**src/rtl/rc5_host_sequencer_pkg.sv**
```systemverilog
// Shared command codes, FSM encoding and control-strobe bundle for the RC5 host sequencer.
package rc5_host_sequencer_pkg;
  localparam logic [7:0] CMD_KEY = 8'h4B;
  localparam logic [7:0] CMD_ENC = 8'h45;
  localparam logic [7:0] CMD_DEC = 8'h44;

  typedef enum logic [2:0] {
    ST_IDLE, ST_KEY, ST_OPND, ST_RUN, ST_SEND, ST_DRAIN
  } seq_state_e;

  typedef enum logic {MODE_ENC, MODE_DEC} seq_mode_e;

  // Per-cycle strobes decoded by the FSM and consumed by the datapath
  typedef struct packed {
    logic key_we;
    logic key_done;
    logic opnd_shift;
    logic res_load;
    logic res_shift;
    logic bad;
    logic mode_set;
  } seq_ctl_t;

  function automatic logic is_op_cmd(input logic [7:0] b);
    return (b == CMD_ENC) || (b == CMD_DEC);
  endfunction
endpackage

```
**src/rtl/rc5_word_shifter.sv**
```systemverilog
// Byte-wide shift register: assembles bytes LSB-first into a word, or
// serialises a parallel-loaded word LSB-first (q[7:0] is the next byte out).
module rc5_word_shifter #(
  parameter int W = 64
) (
  input  logic         clk,
  input  logic         rst,
  input  logic         load,
  input  logic [W-1:0] load_data,
  input  logic         shift,
  input  logic [7:0]   in_byte,
  output logic [W-1:0] q
);
  // New bytes enter at the top and walk down, so the first byte ends up lowest
  always_ff @(posedge clk or negedge rst) begin
    if (!rst)       q <= '0;
    else if (load)  q <= load_data;
    else if (shift) q <= {in_byte, q[W-1:8]};
  end
endmodule

```
**src/rtl/rc5_host_sequencer.sv**
```systemverilog
// Byte-serial host front end for the RC5 core: key load, operand assembly,
// start/done handshake and result serialisation. All outputs registered.
module rc5_host_sequencer
  import rc5_host_sequencer_pkg::*;
#(
  parameter  int W        = 32,
  parameter  int B        = 16,
  localparam int C        = W / 8,
  localparam int B_LENGTH = $clog2(B)
) (
  input  logic                clk,
  input  logic                rst,
  input  logic [7:0]          iData,
  input  logic                iValid,
  output logic                oReady,
  output logic [7:0]          oData,
  output logic                oValid,
  input  logic                iReady,
  output logic                oBadCmd,
  output logic [7:0]          oKey_sub_i,
  output logic [B_LENGTH-1:0] oKey_address,
  output logic                oWen,
  output logic                oStartCipher,
  output logic                oStartDecipher,
  output logic [W-1:0]        oA,
  output logic [W-1:0]        oB,
  input  logic [W-1:0]        iA_res,
  input  logic [W-1:0]        iB_res,
  input  logic                iDone
);
  localparam int NB   = 2 * C;
  localparam int BC_W = $clog2(NB);
  localparam logic [B_LENGTH-1:0] KEY_LAST  = B_LENGTH'(B - 1);
  localparam logic [BC_W-1:0]     BYTE_LAST = BC_W'(NB - 1);

  seq_state_e            state, state_n;
  seq_ctl_t              ctl;
  seq_mode_e             mode;
  logic                  key_loaded;
  logic [B_LENGTH-1:0]   key_cnt;
  logic [BC_W-1:0]       byte_cnt;
  logic [2*W-1:0]        opnd_q, res_q;
  logic                  accept, out_take;

  assign accept   = iValid && oReady;
  assign out_take = oValid && iReady;

  // State register
  always_ff @(posedge clk or negedge rst) begin
    if (!rst) state <= ST_IDLE;
    else      state <= state_n;
  end

  // Next-state and datapath strobes
  always_comb begin
    state_n = state;
    ctl     = '0;
    case (state)
      ST_IDLE: if (accept) begin
        if (iData == CMD_KEY) state_n = ST_KEY;
        else if (is_op_cmd(iData) && key_loaded) begin
          state_n      = ST_OPND;
          ctl.mode_set = 1'b1;
        end else ctl.bad = 1'b1;
      end
      ST_KEY: if (accept) begin
        ctl.key_we = 1'b1;
        if (key_cnt == KEY_LAST) begin
          ctl.key_done = 1'b1;
          state_n      = ST_IDLE;
        end
      end
      ST_OPND: if (accept) begin
        ctl.opnd_shift = 1'b1;
        if (byte_cnt == BYTE_LAST) state_n = ST_RUN;
      end
      ST_RUN: if (iDone) begin
        ctl.res_load = 1'b1;
        state_n      = ST_SEND;
      end
      ST_SEND: if (out_take) begin
        ctl.res_shift = 1'b1;
        if (byte_cnt == BYTE_LAST) state_n = ST_DRAIN;
      end
      // A done left high from the finished run must fall before the next command
      ST_DRAIN: if (!iDone) state_n = ST_IDLE;
      default: state_n = ST_IDLE;
    endcase
  end

  // Key/byte counters, mode and key_loaded flag; counters restart on every state change
  always_ff @(posedge clk or negedge rst) begin
    if (!rst) begin
      key_cnt    <= '0;
      byte_cnt   <= '0;
      mode       <= MODE_ENC;
      key_loaded <= 1'b0;
    end else begin
      if (state_n != ST_KEY) key_cnt <= '0;
      else if (ctl.key_we)   key_cnt <= key_cnt + 1'b1;
      if (state_n != state)                    byte_cnt <= '0;
      else if (ctl.opnd_shift || ctl.res_shift) byte_cnt <= byte_cnt + 1'b1;
      if (ctl.mode_set) mode <= (iData == CMD_DEC) ? MODE_DEC : MODE_ENC;
      if (ctl.key_done) key_loaded <= 1'b1;
    end
  end

  // Registered outputs, decoded from the next state so they appear on state entry
  always_ff @(posedge clk or negedge rst) begin
    if (!rst) begin
      oReady         <= 1'b0;
      oValid         <= 1'b0;
      oBadCmd        <= 1'b0;
      oWen           <= 1'b0;
      oKey_sub_i     <= '0;
      oKey_address   <= '0;
      oStartCipher   <= 1'b0;
      oStartDecipher <= 1'b0;
    end else begin
      oReady         <= (state_n == ST_IDLE) || (state_n == ST_KEY) || (state_n == ST_OPND);
      oValid         <= (state_n == ST_SEND);
      oBadCmd        <= ctl.bad;
      oWen           <= ctl.key_we;
      oStartCipher   <= (state_n == ST_RUN) && (mode == MODE_ENC);
      oStartDecipher <= (state_n == ST_RUN) && (mode == MODE_DEC);
      if (ctl.key_we) begin
        oKey_sub_i   <= iData;
        oKey_address <= key_cnt;
      end
    end
  end

  rc5_word_shifter #(.W(2*W)) u_opnd (
    .clk(clk), .rst(rst), .load(1'b0), .load_data('0),
    .shift(ctl.opnd_shift), .in_byte(iData), .q(opnd_q)
  );

  rc5_word_shifter #(.W(2*W)) u_res (
    .clk(clk), .rst(rst), .load(ctl.res_load), .load_data({iB_res, iA_res}),
    .shift(ctl.res_shift), .in_byte(8'h00), .q(res_q)
  );

  assign oA    = opnd_q[W-1:0];
  assign oB    = opnd_q[2*W-1:W];
  assign oData = res_q[7:0];
endmodule
```
**config.mk**
```make
export PLATFORM = sky130hd
export DESIGN_NAME = rc5_host_sequencer
export DESIGN_NICKNAME = d
export VERILOG_FILES = /design/src/rtl/rc5_host_sequencer_pkg.sv /design/src/rtl/rc5_word_shifter.sv /design/src/rtl/rc5_host_sequencer.sv
export SDC_FILE = /design/constraint.sdc
export NUM_CORES = 1
export LEC_CHECK = 0
export ABC_AREA = 1
export BUFFER_PORTS_ARGS = -buffer_cell sky130_fd_sc_hd__buf_2
export CAP_MARGIN = 40
export CORE_MARGIN = 2
export CORE_UTILIZATION = 37
export DETAILED_ROUTE_END_ITERATION = 10
export PLACE_DENSITY = 0.56
export REMOVE_ABC_BUFFERS = 1
export SLEW_MARGIN = 20
export SYNTH_ARGS = -nofsm -noshare
export SYNTH_HDL_FRONTEND = slang
export SYNTH_HIERARCHICAL = 1
export SYNTH_SLANG_ARGS = --single-unit
```
**constraint.sdc**
```tcl
create_clock -name clk -period 4.83 [get_ports clk]
set_input_delay 0.2415 -clock clk [delete_from_list [all_inputs] [get_ports clk]]
set_output_delay 0.2415 -clock clk [all_outputs]
set_load 0.005 [all_outputs]
```
==> results.txt <==
outcome: complete, no violations
via count: 6236
gr busiest metal: met2
Leakage Power: 4.61 nW
Remaining Overflow, GRT: 0
area grow syn2layout: 25.4%
#FFs+latches synth: 158
vias in the first global route: 5650
Slew Limit Fails: 0
Die Area: 20800 um2
I/O Pins: 167
met2 GRT Util: 26.9%
post-CTS setup buffers: 0
met1 GRT Util: 25.4%
CP max FO: 56
slew at the pin with the worst max-slew slack: 720 ps
Via density: 4.55
fin crit share: 54.0%
CTS tree: yes
Data required, critical path: 5120 ps
crit path time final: 2610 ps
IO buf count: 166
Avg WL per Cell: 13.3 um
final instance area: 9110 um2
Clock Tree Root: clkbuf_16
core area: 19300 um2
commonest non-fill, non-tap cell in the layout: nand2_1
CTS Sinks: 158
final wirelength: 18200 um
Post-DP Area: 8490 um2
Syn. warnings: 6
Max Cap Viol: 0
first-pass GRT wire length: 29400 um
initial antenna violation count: 1
GR Util met3: 3.74%
Fin Setup TNS: 0 ps
crit path kind: register to register
routability congestion estimate: 0.784
CP arrival: 2900 ps
CP endpoint kind: register
slew margin rel.: 52.0%
Avg Cell Area, Syn: 8.27 um2
fin worst setup slack: 2220 ps
Reg clk slew, reported paths: 60 ps
CP Launch Type: register
setup violators final: 0
CTS Buffer Depth: 2
DRC viols: 0
register area share after synthesis: 54.5%
Detailed Routing Iterations Pass 1: 4
pre-CTS setup slack: 2240 ps
share of cells above drive strength 1: 20.5%
Syn Inst Count: 878
Site Rows: 51
CTS HTree Levels: 4
DPL Wire Length: 11600 um
Inserted Clock Buffers: 17
Worst VDD drop: 0.243 mV
worst-skew pair later-pin latency: 420 ps
Nets: 1172
worst clock skew: 7.17 ps
Routed Antenna Nets: 0
post-cts sizing count: 0
Post-Synthesis Cell Area: 7260 um2
chip height: 144 um
Total Power: 0.00394 W
Post-CTS Hold Fix Bufs: 1
most frequent cells in the layout: 310 x nand2_1, 262 x nand3_1, 165 x buf_2
DRT iter0 DRCs: 382
initial core utilization: 37.6%
Hold Violations, Final: 0
unique cell type count in the Yosys netlist: 30
RSZ-0062 raised after global routing: false
Max Fclk: 0.383 GHz
Die X: 144 um
Min-Delay Path Class: input pin to register
GRT Total Usage: 17.9%
PwrDens: 433 nW/um2
pin count of the biggest net entering global routing: 76
==> path summary, 6_finish.rpt <==
check / slack, ps / from / end / depth (start not counted)
max in group asynchronous: 3340 / rst / u_res/q[45] / 3
min in group asynchronous: 410 / rst / u_opnd/q[5] / 2
hold reg to reg: 420 / mode / oStartCipher / 1
setup / recovery: 2220 / state[0] / u_res/q[2] / 9
hold / removal: 40 / iA_res[24] / u_res/q[24] / 3
setup reg to reg: 2220 / state[0] / u_res/q[2] / 9
==> sequential cells by signal, summed over array words and instances, names as in the netlist, 3 cells and up <==
| name | count |
|---|---|
| u_opnd/q | 64 |
| u_res/q | 64 |
| oKey_sub_i | 8 |
| key_cnt | 4 |
| oKey_address | 4 |
| byte_cnt | 3 |
| state | 3 |
==> Yosys cell counts <==
| cell | n | area share [%] |
|---|---|---|
| buf_2 | 37 | 2.6 |
| and3_1 | 1 | 0.086 |
| clkbuf_1 | 1 | 0.052 |
| conb_1 | 1 | 0.052 |
| buf_4 | 16 | 1.7 |
| xnor2_1 | 1 | 0.12 |
| buf_6 | 1 | 0.16 |
| clkinv_1 | 1 | 0.052 |
| nand4_1 | 1 | 0.086 |
| dfrtp_1 | 158 | 54 |
| nor2_1 | 21 | 1.1 |
| nor3_2 | 1 | 0.14 |
| nand2_1 | 310 | 16 |
| o21ai_4 | 1 | 0.22 |
| inv_2 | 4 | 0.21 |
| o21ai_0 | 8 | 0.55 |
| xor2_1 | 2 | 0.24 |
| a21oi_1 | 8 | 0.55 |
| nand3_2 | 4 | 0.55 |
| inv_1 | 22 | 1.1 |
| nand3b_1 | 1 | 0.10 |
| nand2_2 | 3 | 0.26 |
| mux2_1 | 1 | 0.16 |
| nor2_2 | 1 | 0.086 |
| mux2_2 | 1 | 0.16 |
| nor2_4 | 2 | 0.31 |
| nor3_1 | 4 | 0.28 |
| ha_1 | 3 | 0.52 |
| nand3_1 | 262 | 18 |
| o21bai_1 | 1 | 0.10 |
==> critical path, stage by stage, from the launching register on <==
cell and delay (ps):
dfrtp_1 500, inv_2 80, nor2_2 150, nand3_2 120, inv_2 180, buf_4 530
inv_2 420, buf_12 290, nand3_1 90, nand3_1 100
==> report_power, final <==
group	switching, W	internal, W	total (W)
registers	0.000198	0.00166	0.00186
logic	0.000399	0.000306	0.000705
clock network	0.000548	0.000828	0.00138
==> layer usage <==
layer  share of wire, %  wire, um  vias to the layer above
li1                   -         -                     3249
met1                 49      8950                     2866
met2                 46      8340                      101
met3                3.2       591                       20
met4                2.0       357                        0
met5                  0         0                        -
==> metrics by stage <==
stage,util (%),std cells,hold slack (ps)
floorplan,-,897,-54.1
global placement,43.7,1335,334
detailed placement,43.9,1337,332
CTS,47.1,1370,17.1
global route,47.1,1371,19.8
finish,47.1,1371,35.9
==> cell families after synthesis <==
| kind of cell | count (synthesis) | share of synthesized area (%) |
|---|---|---|
| and+or+nand+nor | 611 | 37.1 |
| DFF | 158 | 54.5 |
| adders and majority gates | 3 | 0.517 |
| AOI/OAI and AO/OA | 18 | 1.43 |
| xor gates and xnor gates | 3 | 0.362 |
| other | 1 | 0.0516 |
| muxes | 2 | 0.310 |
| buffers and inverters | 82 | 5.81 |
==> area by class of cell <==
class                      instances  area, um2
multi-input combinational        712       3170
tap                              265        332
clock inverter                    13        165
timing repair buffer             176        940
fill                            1993      10200
clock buffer                      19        443
antenna                            1       2.50
sequential                       158       3950
inverter                          27        101
Power figures use the tool's default switching activity.
